`src/rtl/text_console_ctrl_pkg.sv`:
```
// text_console_ctrl_pkg: geometry, control codes, FSM states and cursor ops shared by the console sequencer.
package text_console_ctrl_pkg;
    localparam int COLS = 40;
    localparam int ROWS = 30;
    localparam int ADDR_W = 11;
    localparam logic [7:0] BLANK = 8'h20;
    localparam logic [7:0] CC_CR = 8'h0D;
    localparam logic [7:0] CC_LF = 8'h0A;
    localparam logic [7:0] CC_BS = 8'h08;
    localparam logic [7:0] CC_FF = 8'h0C;
    localparam logic [5:0] COL_MAX = 6'(COLS - 1);
    localparam logic [4:0] ROW_MAX = 5'(ROWS - 1);
    localparam logic [ADDR_W-1:0] LAST_ALL = ADDR_W'(COLS * ROWS - 1);
    localparam logic [ADDR_W-1:0] LAST_LINE = ADDR_W'(COLS - 1);

    typedef enum logic [1:0] {CLR_ALL = 2'd0, IDLE = 2'd1, CLR_LINE = 2'd2} state_t;
    typedef enum logic [2:0] {OP_NONE, OP_INC, OP_NL, OP_CR, OP_BACK, OP_HOME} cur_op_t;

    function automatic logic is_printable(input logic [7:0] b);
        return b >= 8'h20 && b <= 8'h7E;
    endfunction
endpackage

```
`src/rtl/text_console_ctrl_cursor_ctr.sv`:
```
// text_console_ctrl_cursor_ctr: cursor col/row registers with registered row*COLS+col and row base address.
module text_console_ctrl_cursor_ctr
    import text_console_ctrl_pkg::*;
(
    input  logic              clk,
    input  logic              rst,
    input  cur_op_t           op,
    output logic [5:0]        col,
    output logic [4:0]        row,
    output logic [ADDR_W-1:0] addr,
    output logic [ADDR_W-1:0] base
);
    logic [5:0] col_n;
    logic [4:0] row_n, row_adv;
    logic [ADDR_W-1:0] base_n;
    logic wrap;

    // addr/base are registered from the next cursor so they always match col/row
    always_comb begin
        wrap = col == COL_MAX;
        row_adv = row == ROW_MAX ? '0 : row + 1'b1;
        col_n = op == OP_INC ? (wrap ? '0 : col + 1'b1) :
                (op == OP_CR || op == OP_HOME) ? '0 :
                (op == OP_BACK && col != '0) ? col - 1'b1 : col;
        row_n = (op == OP_NL || (op == OP_INC && wrap)) ? row_adv : op == OP_HOME ? '0 : row;
        base_n = ADDR_W'(row_n) * ADDR_W'(COLS);
    end

    always_ff @(posedge clk) begin
        if (rst) begin
            col <= '0;
            row <= '0;
            addr <= '0;
            base <= '0;
        end else begin
            col <= col_n;
            row <= row_n;
            base <= base_n;
            addr <= base_n + ADDR_W'(col_n);
        end
    end
endmodule

```
`src/rtl/text_console_ctrl.sv`:
```
// text_console_ctrl: turns a byte stream into tilemem character writes, handling CR/LF/BS/FF
// and running clear-screen / clear-line sweeps.
module text_console_ctrl
    import text_console_ctrl_pkg::*;
(
    input  logic              clk,
    input  logic              rst,
    input  logic              in_valid,
    input  logic [7:0]        in_data,
    output logic              in_ready,
    output logic              wr_en,
    output logic [ADDR_W-1:0] wr_addr,
    output logic [7:0]        wr_data,
    output logic [5:0]        cursor_col,
    output logic [4:0]        cursor_row,
    output logic              busy
);
    state_t state, state_n;
    cur_op_t op;
    logic [ADDR_W-1:0] cnt, cnt_n, addr, base, wa_n;
    logic [7:0] wd_n;
    logic we_n;

    text_console_ctrl_cursor_ctr u_cursor (
        .clk  (clk),
        .rst  (rst),
        .op   (op),
        .col  (cursor_col),
        .row  (cursor_row),
        .addr (addr),
        .base (base)
    );

    assign in_ready = state == IDLE;

    always_ff @(posedge clk) begin
        if (rst) begin
            state <= CLR_ALL;
            cnt <= '0;
            wr_en <= 1'b0;
            wr_addr <= '0;
            wr_data <= '0;
            busy <= 1'b1;
        end else begin
            state <= state_n;
            cnt <= cnt_n;
            wr_en <= we_n;
            wr_addr <= wa_n;
            wr_data <= wd_n;
            busy <= state_n != IDLE;
        end
    end

    always_comb begin
        state_n = state;
        cnt_n = cnt;
        op = OP_NONE;
        we_n = 1'b0;
        wa_n = wr_addr;
        wd_n = wr_data;
        case (state)
            CLR_ALL, CLR_LINE: begin
                we_n = 1'b1;
                wa_n = state == CLR_ALL ? cnt : base + cnt;
                wd_n = BLANK;
                cnt_n = cnt + 1'b1;
                if (cnt == (state == CLR_ALL ? LAST_ALL : LAST_LINE)) begin
                    cnt_n = '0;
                    state_n = IDLE;
                    op = state == CLR_ALL ? OP_HOME : OP_CR;
                end
            end
            IDLE: if (in_valid) begin
                if (is_printable(in_data)) begin
                    we_n = 1'b1;
                    wa_n = addr;
                    wd_n = in_data;
                    op = OP_INC;
                    if (cursor_col == COL_MAX) state_n = CLR_LINE;
                end else if (in_data == CC_CR) begin
                    op = OP_CR;
                end else if (in_data == CC_LF) begin
                    op = OP_NL;
                    state_n = CLR_LINE;
                end else if (in_data == CC_BS && cursor_col != '0) begin
                    we_n = 1'b1;
                    wa_n = addr - 1'b1;
                    wd_n = BLANK;
                    op = OP_BACK;
                end else if (in_data == CC_FF) begin
                    state_n = CLR_ALL;
                end
            end
            default: state_n = CLR_ALL;
        endcase
    end
endmodule

```
`config.mk`:
```
export PLATFORM = sky130hd
export DESIGN_NAME = text_console_ctrl
export DESIGN_NICKNAME = d
export VERILOG_FILES = /design/src/rtl/text_console_ctrl_pkg.sv /design/src/rtl/text_console_ctrl_cursor_ctr.sv /design/src/rtl/text_console_ctrl.sv
export SDC_FILE = /design/constraint.sdc
export NUM_CORES = 1
export LEC_CHECK = 0
export CORE_ASPECT_RATIO = 0.75
export CORE_MARGIN = 4
export CORE_UTILIZATION = 60
export CTS_BUF_LIST = sky130_fd_sc_hd__clkbuf_16
export DETAILED_ROUTE_END_ITERATION = 10
export HOLD_SLACK_MARGIN = 0.08
export PLACE_DENSITY = 0.85
export SLEW_MARGIN = 20
export SYNTH_ARGS = -nofsm -noshare
export SYNTH_HDL_FRONTEND = slang
export SYNTH_SLANG_ARGS = --single-unit
```
`constraint.sdc`:
```
create_clock -name clk -period 7.95 [get_ports clk]
set_input_delay 2.385 -clock clk [delete_from_list [all_inputs] [get_ports clk]]
set_output_delay 2.385 -clock clk [all_outputs]
set_load 0.02 [all_outputs]
```
==> impl_metrics.toml, run 1 <==
[hold_path]
min_from = "wr_data[6]$_SDFFE_PP0P_"
worstHoldEndpoint = "wr_data[6]$_SDFFE_PP0P_"
hold_path.class = "flop to flop"
whs_path_depth = 2

[drt]
vias = 3449
wl_mm = 9.56
dr.pass1.iters = 5
vias_per_cell = 6.27
ant_nets = 0
wl_per_cell_um = 17.4
drtIter0Drc = 321
drc = 0

[synthesis]
synthCells = 432
synthArstFlopShare = 0
syn_avg_cell_area_um2 = 8.62
syn_area_mm2 = 0.00372
ys_ff_latch = 59
synth-simple-area-share = 0.270
muxShareOfSynthArea = 0.00975
synthAdderAreaFrac = 0.0867
synth_edf_count = 0
yosysWarnings = 0
synth_compound_area_frac = 0.202
syn-num-nets = 467
ys_seq_area_frac = 0.317
yosysUniqueCellTypes = 74
synthXorXnorAreaFrac = 0.0659
ys.flop_type = "dfxtp_1"
synth_top_family_by_area = "simple AND/OR/NAND/NOR gates"

[timing]
period_needed_ps = 6280
relSlewSlack = 0.506
tns_ps = 0
finalSetupViolations = 0
worst_pin_slew_ps = 740
hold_violations = 0
rsz0062_at_grt = "no"
fin_crit_sh = 0.790
fmax_mhz = 159
final.setup_skew_ps = 9.26
drv_slew = 0

[outcome]
status = "complete, no violations"

[final_layout]
area_growth_pct = 18.5
finalNonFillerCells = 550
antenna_cells = 0
layout-drive-gt1-share = 0.106
fin_nets = 502

[clocking]
cts_setup_buffers = 0
cts_htree_levels = 3
post_cts_resized = 0
clock_sinks = 59
insertion_delay_ps = 330
clock_path_buffers = 2
cts_root_buf = "clkbuf_16"
hold_buffers = 0
cts_buffers = 9
tritoncts = "done"
clk_pin_slew_worst_paths_ps = 50

[die]
core_mm2 = 0.00592
die_width_um = 99.0
chipHeight_um = 76.2
die_area_mm2 = 0.00754
num_io_pins = 44
row_count = 24
initial_core_util = 0.629

[global_routing]
grt_usage = 0.260
grt_max_degree = 49
grt_pass1_vias = 3251
grt_overflow = 0
antenna_found_initial = 0
grt_pass1_wl_mm = 16.0

[critical_path]
critPathLaunchType = "input port"
criticalPathCategory = "input port to flop"
cpPeakStageDelay_ps = 620
crit-reg2reg-launch = "state[0]$_SDFF_PP0_"
arrival_ps = 6530
crit_chain = "clkdlybuf4s50_1, o21ba_2, o21ai_2, o31a_1, a311oi_2, nand2b_1, nand2_1, ha_1, ha_1, inv_1, fa_1, nand2b_1, or2_2, or3_1, a311oi_2"
slowest_stage = "clkdlybuf4s50_1"
cp_max_fo = 9
crit_buf_inv = 2
worstPathRequired_ps = 8200
rr_worst_depth = 15
cp-end-kind = "flop"
r2r_slack_ps = 3040
crit_family = "compound AO/OA/AOI/OAI gates"
r2r_end = "u_cursor.addr[10]$_SDFF_PP0_"

[run]
cap_viol_max_count = 0

[placement]
io_buffers = 43
hpwlAfterDp_mm = 7.05
dp_cells = 534
gp_congestion = 0.921

[pwr]
power.density_mw_per_mm2 = 162
total_leakage_power_nw = 1.78
ir_drop_v = 0.000119
where the power goes:
group	switching, mW	leakage (nW)	total [mW]	internal [mW]
registers	0.00442	0.478	0.306	0.302
logic	0.0335	1.17	0.0588	0.0252
clock network	0.140	0.133	0.349	0.209
metal layers:
metal  part of all wire  vias up  track usage
met5                  0        -            0
met4              0.016        0       0.0873
met3              0.075       25       0.0732
met2               0.45      150        0.393
met1               0.46     1646        0.356
li1                   -     1628            -
worst reg2reg max path: stages (launching register included):
cell	delay [ps]
dfxtp_1	800
nand2b_1	300
inv_2	260
nand2_1	220
o31a_1	420
a311oi_2	340
nand2b_1	150
nand2_1	190
ha_1	280
ha_1	230
inv_1	70
fa_1	460
nand2b_1	190
or2_2	310
or3_1	360
a311oi_2	250
area by class of cell:
class	count	area (um2)
inverter	17	63.8
timing repair buffer	44	438
multi-input combinational	336	2360
clock buffer	9	225
tap	78	97.6
sequential	59	1180
fill	439	1510
clock inverter	7	46.3
layout by cell type, fill, tap and decap left out, drive strengths merged, types with 8 or more instances in the layout:
| master | n |
|---|---|
| nor2b | 12 |
| o21ai | 13 |
| clkbuf | 9 |
| nand2 | 28 |
| nor3 | 20 |
| xnor2 | 13 |
| dfxtp | 59 |
| ha | 21 |
| nor2 | 56 |
| a211oi | 9 |
| inv | 18 |
| a311oi | 8 |
| nand2b | 8 |
| xor2 | 15 |
| clkdlybuf4s50 | 43 |
| nand3 | 11 |
| or3 | 8 |
| a21oi | 22 |
synthesized netlist by cell type, types with 3 or more instances:
cell type | instances | area share
a311oi_1 | 5 | 0.012
a211o_1 | 4 | 0.0094
xnor2_1 | 13 | 0.031
xor2_1 | 15 | 0.035
nor4_1 | 5 | 0.0084
o21ai_0 | 10 | 0.013
a221oi_1 | 4 | 0.0094
a21o_1 | 6 | 0.012
a211oi_1 | 9 | 0.018
buf_4 | 5 | 0.010
fa_1 | 3 | 0.016
or3_1 | 7 | 0.012
nand4_1 | 5 | 0.0084
nor3_2 | 3 | 0.0081
a311oi_2 | 3 | 0.012
nor3_1 | 16 | 0.022
and3_1 | 5 | 0.0084
nand2_1 | 28 | 0.028
nor2_1 | 53 | 0.053
nand2b_1 | 8 | 0.013
dfxtp_1 | 59 | 0.32
and2_1 | 3 | 0.0050
a22o_1 | 5 | 0.012
nand3_1 | 10 | 0.013
o21a_1 | 3 | 0.0060
clkbuf_1 | 8 | 0.0081
nor3b_1 | 3 | 0.0060
nor2_2 | 3 | 0.0050
a31oi_1 | 3 | 0.0050
inv_1 | 15 | 0.015
buf_6 | 3 | 0.0091
a21oi_1 | 22 | 0.030
or2_2 | 5 | 0.0084
ha_1 | 21 | 0.071
nor2b_1 | 12 | 0.020
worst max-delay path by stage:
stage	startpoint	endpoint	slack, ps	depth (start not counted)
after floorplan	in_data[7]	u_cursor.addr[10]$_SDFF_PP0_	2290	14
after global placement	in_data[1]	u_cursor.addr[10]$_SDFF_PP0_	1570	15
after detailed placement	in_data[5]	u_cursor.addr[10]$_SDFF_PP0_	1400	15
after CTS	in_data[5]	u_cursor.addr[10]$_SDFF_PP0_	1700	15
after global routing	in_data[6]	u_cursor.addr[10]$_SDFF_PP0_	1460	15
final	in_data[6]	u_cursor.addr[10]$_SDFF_PP0_	1670	15
flip-flops by register name, summed over array words and instances, names as in the netlist:
register,flops
wr_en,1
u_cursor.row,3
state,2
busy,1
u_cursor.col,6
wr_data,8
wr_addr,11
u_cursor.addr,8
u_cursor.base,8
cnt,11
cell families after synthesis:
logic type,after synthesis
multiplexers,3
XOR/XNOR,28
AO/OA/AOI/OAI,96
flip-flops,59
buffers and inverters,37
AND/OR/NAND/NOR,185
adder cells (fa/ha/maj),24
through the flow:
stage	area, um2	util	power (mW)	hold slack (ps)	setup WS, ps
after floorplan	3720	-	0.349	484	2290
after global placement	4140	0.700	0.368	439	1570
after detailed placement	4140	0.700	0.370	455	1400
after CTS	4410	0.746	0.717	468	1700
after global routing	4410	0.746	0.740	488	1460
final	4410	0.746	0.714	464	1670
Note: power is estimated with default switching activity, not from simulation.
==> run 2: changes to the inputs <==
Settings changed: CORE_UTILIZATION 60 to 51, PLACE_DENSITY 0.85 to 0.77.
Clock period 7.95 ns to 5.1 ns, I/O delays scaled along.
==> run 2 against run 1 <==
Effect of this change: register-to-register slack lost 2600 ps; sequential share of layout area shrank 3.0 points; largest cell class unchanged; critical endpoint is now u_cursor.addr[9]$_SDFF_PP0_; flip-flop and latch count is the same.
==> impl_metrics.toml, run 2 (synthesis results as in run 1) <==
[timing]
tns_ps = 0
fmax_mhz = 197
hold_violations = 0
fin_crit_sh = 0.997
finalSetupViolations = 0
period_needed_ps = 5080
final.setup_skew_ps = 9.39
relSlewSlack = 0.445
worst_pin_slew_ps = 829
drv_slew = 0

[final_layout]
final_common_cell = "dfxtp_1"
finalNonFillerCells = 619
nFillCells = 529
layout-drive-gt1-share = 0.215
antenna_cells = 0
fin_util = 0.714
fin_nets = 551
final_cell_mix = "dfxtp_1 (59), nor2_1 (53), buf_4 (47)"
area_growth_pct = 33.5
reg_top3 = "cnt x11, wr_addr x11"

[global_routing]
grt_pass1_wl_mm = 17.2
grt_usage = 0.250
antenna_found_initial = 0
grt_max_degree = 29
grt_overflow = 0
grt_pass1_vias = 3388

[drt]
dr.pass1.iters = 5
drtIter0Drc = 259
drc = 0
wl_per_cell_um = 17.6
ant_nets = 0
wl_mm = 10.9
vias = 3658
vias_per_cell = 5.91

[critical_path]
r2r_end = "u_cursor.addr[9]$_SDFF_PP0_"
crit-reg2reg-launch = "state[0]$_SDFF_PP0_"
slowest_stage = "clkdlybuf4s50_1"
cp-end-kind = "flop"
crit_top_cell = "nand2b_4"
crit_buf_inv = 3
criticalPathCategory = "input port to flop"
critPathLaunchType = "input port"
r2r_slack_ps = 460
arrival_ps = 5340
crit_chain = "clkdlybuf4s50_1, nand3_2, o21ai_2, o31a_1, a311oi_4, nand2b_1, nand2_2, ha_1, ha_2, inv_2, fa_2, nand2b_4, or2_2, buf_4, nand2b_4, nor3_2, nand3_1, nand4_1"
cp_max_fo = 4
worstPathRequired_ps = 5360
cpPeakStageDelay_ps = 500
crit_family = "simple AND/OR/NAND/NOR gates"
rr_worst_depth = 18

[pwr]
p_int_mw = 0.999
seqPwrFrac = 0.375
ir_drop_v = 0.000199
power.density_mw_per_mm2 = 257
total_leakage_power_nw = 2.09
switching_power_mw = 0.279
combPwrFrac = 0.092
switching_share = 0.218
clkPwrFrac = 0.533

[placement]
dp_cells = 591
hpwlAfterDp_mm = 7.54
gp_congestion = 0.910
io_buffers = 43

[hold_path]
hold_path.class = "flop to flop"
whs_path_depth = 1
min_from = "wr_data[7]$_SDFFE_PP0P_"
worstHoldEndpoint = "wr_data[7]$_SDFFE_PP0P_"

[run]
cap_viol_max_count = 0

[clocking]
clock_path_buffers = 2
clk_pin_slew_worst_paths_ps = 50
clock_sinks = 59
cts_buffers = 9
insertion_delay_ps = 330
cts_htree_levels = 3
cts_root_buf = "clkbuf_16"
tritoncts = "done"

[die]
num_io_pins = 44
die_width_um = 107
chipHeight_um = 82.0
core_mm2 = 0.00696
die_area_mm2 = 0.00874
row_count = 26
initial_core_util = 0.535

[outcome]
status = "complete, no violations"
## run 2: final cells by class
| class | instances | area, um2 | share of cell area |
|---|---|---|---|
| clock buffer | 9 | 225 | 0.0453 |
| clock inverter | 7 | 106 | 0.0214 |
| inverter | 17 | 63.8 | 0.0128 |
| multi-input combinational | 336 | 2450 | 0.492 |
| sequential | 59 | 1180 | 0.238 |
| tap | 98 | 123 | 0.0247 |
| timing repair buffer | 93 | 825 | 0.166 |
## run 2: metal layers
metal	track usage	routed length [um]	vias to the layer above
met3	0.0526	770	16
met1	0.344	4960	1766
met2	0.403	5010	150
li1	-	-	1726
met5	0	0	-
met4	0.0639	140	0
## run 2: worst max-delay path by stage
stage / cells past startpoint / startpoint / endpoint
after floorplan: 14 / in_data[7] / u_cursor.addr[10]$_SDFF_PP0_
after global placement: 16 / in_data[5] / u_cursor.addr[10]$_SDFF_PP0_
after detailed placement: 19 / in_data[5] / u_cursor.addr[9]$_SDFF_PP0_
after CTS: 19 / in_data[6] / u_cursor.addr[9]$_SDFF_PP0_
after global routing: 18 / in_data[4] / u_cursor.addr[9]$_SDFF_PP0_
final: 18 / in_data[0] / u_cursor.addr[9]$_SDFF_PP0_
## run 2: worst reg2reg max path, delay by kind of cell, from the launching register on
family                     cells  cell delay [ps]
and+or+nand+nor               10             1670
adders and majority gates      3              880
DFF                            1              830
AOI/OAI and AO/OA              2              730
buffers and inverters          3              460
## run 2: what timing repair did
| item | CTS | global route |
|---|---|---|
| pin swaps | 4 | 13 |
| endpoints found under the setup margin | 1 | 2 |
| resized for setup | 2 | 25 |
| buffers inserted | 6 | 6 |
| hold buffers | 0 | 0 |
## run 2: power groups by stage
stage          logic [mW]  registers, mW  clock network [mW]
4_1_cts             0.108          0.478               0.685
3_3_place_gp        0.104          0.486                   0
2_1_floorplan      0.0558          0.488                   0
3_5_place_dp        0.106          0.487                   0
6_report            0.118          0.478               0.681
5_1_grt             0.126          0.479               0.706
## run 2: metrics by stage
stage / hold WS (ps) / total power, mW / cell area (um2) / setup WS (ps)
global route: 471 / 1.31 / 4970 / -107
detailed placement: 451 / 0.593 / 4440 / -306
finish: 454 / 1.28 / 4970 / 16.3
global placement: 438 / 0.590 / 4440 / -135
CTS: 463 / 1.27 / 4820 / 7.99
floorplan: 484 / 0.544 / 3720 / 292
==> run 3: changes to the inputs <==
Settings changed: CORE_UTILIZATION 51 to 40, PLACE_DENSITY 0.77 to unset.
==> run 3 against run 2 <==
Effect of this change: worst hold slack worse by 4.8 ps; register-to-register slack better by 260 ps; largest cell class unchanged; highest routed layer unchanged; largest power group unchanged; sequential power is essentially flat.
==> impl_metrics.toml, run 3 (synthesis results as in run 1) <==
[outcome]
status = "complete, no violations"

[pwr]
ir_drop_v = 0.000153
power.density_mw_per_mm2 = 231
total_leakage_power_nw = 2.05

[final_layout]
nFillCells = 850
area_growth_pct = 30.6
layout-drive-gt1-share = 0.201
final_cell_mix = "dfxtp_1 (59), nor2_1 (53), buf_4 (40)"
fin_nets = 543
finalNonFillerCells = 641
final_common_cell = "dfxtp_1"
antenna_cells = 0
reg_top3 = "cnt x11, wr_addr x11"

[timing]
drv_slew = 0
period_needed_ps = 4960
holdWs_ps = 449
finalSetupViolations = 0
hold_violations = 0
final.setup_skew_ps = 9.57
worst_pin_slew_ps = 944
fin_crit_sh = 0.973
fmax_mhz = 202
relSlewSlack = 0.371
tns_ps = 0

[critical_path]
cp_max_fo = 4
crit_chain = "clkdlybuf4s50_1, nor3b_2, nand4_1, o31a_1, a311oi_4, nand2b_1, nand2_2, ha_1, ha_2, inv_2, fa_1, nand2b_4, or2_2, or3_4, a311oi_2"
crit_buf_inv = 2
cpPeakStageDelay_ps = 530
crit_family = "simple AND/OR/NAND/NOR gates"
worstPathRequired_ps = 5340
r2r_slack_ps = 720
cp-end-kind = "flop"
criticalPathCategory = "input port to flop"
slowest_stage = "clkdlybuf4s50_1"
critPathLaunchType = "input port"
arrival_ps = 5200

[placement]
dp_cells = 624
gp_congestion = 0.826
io_buffers = 43
hpwlAfterDp_mm = 7.81

[clocking]
clock_path_buffers = 2
hold_buffers = 0
cts_root_buf = "clkbuf_16"
cts_buffers = 9
clock_sinks = 59
tritoncts = "done"
clk_pin_slew_worst_paths_ps = 60
cts_htree_levels = 3
insertion_delay_ps = 330

[global_routing]
grt_overflow = 0
grt_pass1_wl_mm = 16.6
grt_usage = 0.188
grt_pass1_vias = 3217
grt_max_degree = 49
antenna_found_initial = 0

[die]
row_count = 30
initial_core_util = 0.411
die_area_mm2 = 0.0109
num_io_pins = 44
chipHeight_um = 91.5
die_width_um = 119
core_mm2 = 0.00905

[drt]
vias = 3448
vias_per_cell = 5.38
dr.pass1.iters = 4
drtIter0Drc = 242
ant_nets = 0
drc = 0
wl_mm = 10.3
wl_per_cell_um = 16.1

[run]
cap_viol_max_count = 0

[hold_path]
hold_path.class = "flop to flop"
run 3: what timing repair did:
item | in CTS | in global routing
setup endpoints to repair | 0 | 2
gates resized for setup | 0 | 27
setup buffers | 0 | 1
run 3: through the flow:
stage | area (um2) | util | setup WS [ps] | total power [mW]
floorplan | 3720 | - | 292 | 0.544
global placement | 4500 | 0.497 | -160 | 0.593
detailed placement | 4500 | 0.497 | -236 | 0.597
CTS | 4760 | 0.526 | 91.8 | 1.13
global route | 4860 | 0.537 | -22.1 | 1.16
finish | 4860 | 0.537 | 139 | 1.12
run 3: worst reg2reg max path: stages, from the launching register on:
cell and delay [ps]:
dfxtp_1 670, nand2b_1 270, inv_2 260, nand2_1 120, o31a_1 370, a311oi_4 390
nand2b_1 150, nand2_2 120, ha_1 230, ha_2 190, inv_2 50, fa_1 420
nand2b_4 150, or2_2 280, or3_4 370, a311oi_2 250
run 3: where the power goes:
group	switching (mW)	internal [mW]
sequential	0.00747	0.470
clock	0.213	0.321
combinational	0.0584	0.0543
total	0.279	0.845
run 3: routing by layer:
metal,track usage,up-vias,routed length [um]
met2,0.276,64,4410
met4,0.0372,0,86
li1,-,1715,-
met5,0,-,0
met3,0.0361,7,416
met1,0.284,1662,5380
run 3: final cells by class:
type,instances,area (um2),share of cell area
Timing Repair Buffer,85,763,0.157
Clock buffer,9,225,0.0463
Clock inverter,7,36.3,0.00746
Tap cell,128,160,0.0329
Sequential cell,59,1180,0.243
Multi-Input combinational cell,336,2430,0.500
Inverter,17,63.8,0.0131
run 3: path summary, 6_finish.rpt:
kind | start | endpoint | cells past startpoint
min reg2reg | wr_addr[2]$_SDFFE_PP0P_ | wr_addr[2]$_SDFFE_PP0P_ | 2
max | in_data[3] | u_cursor.addr[10]$_SDFF_PP0_ | 15
min | wr_addr[2]$_SDFFE_PP0P_ | wr_addr[2]$_SDFFE_PP0P_ | 2
max reg2reg | state[0]$_SDFF_PP0_ | u_cursor.addr[10]$_SDFF_PP0_ | 15
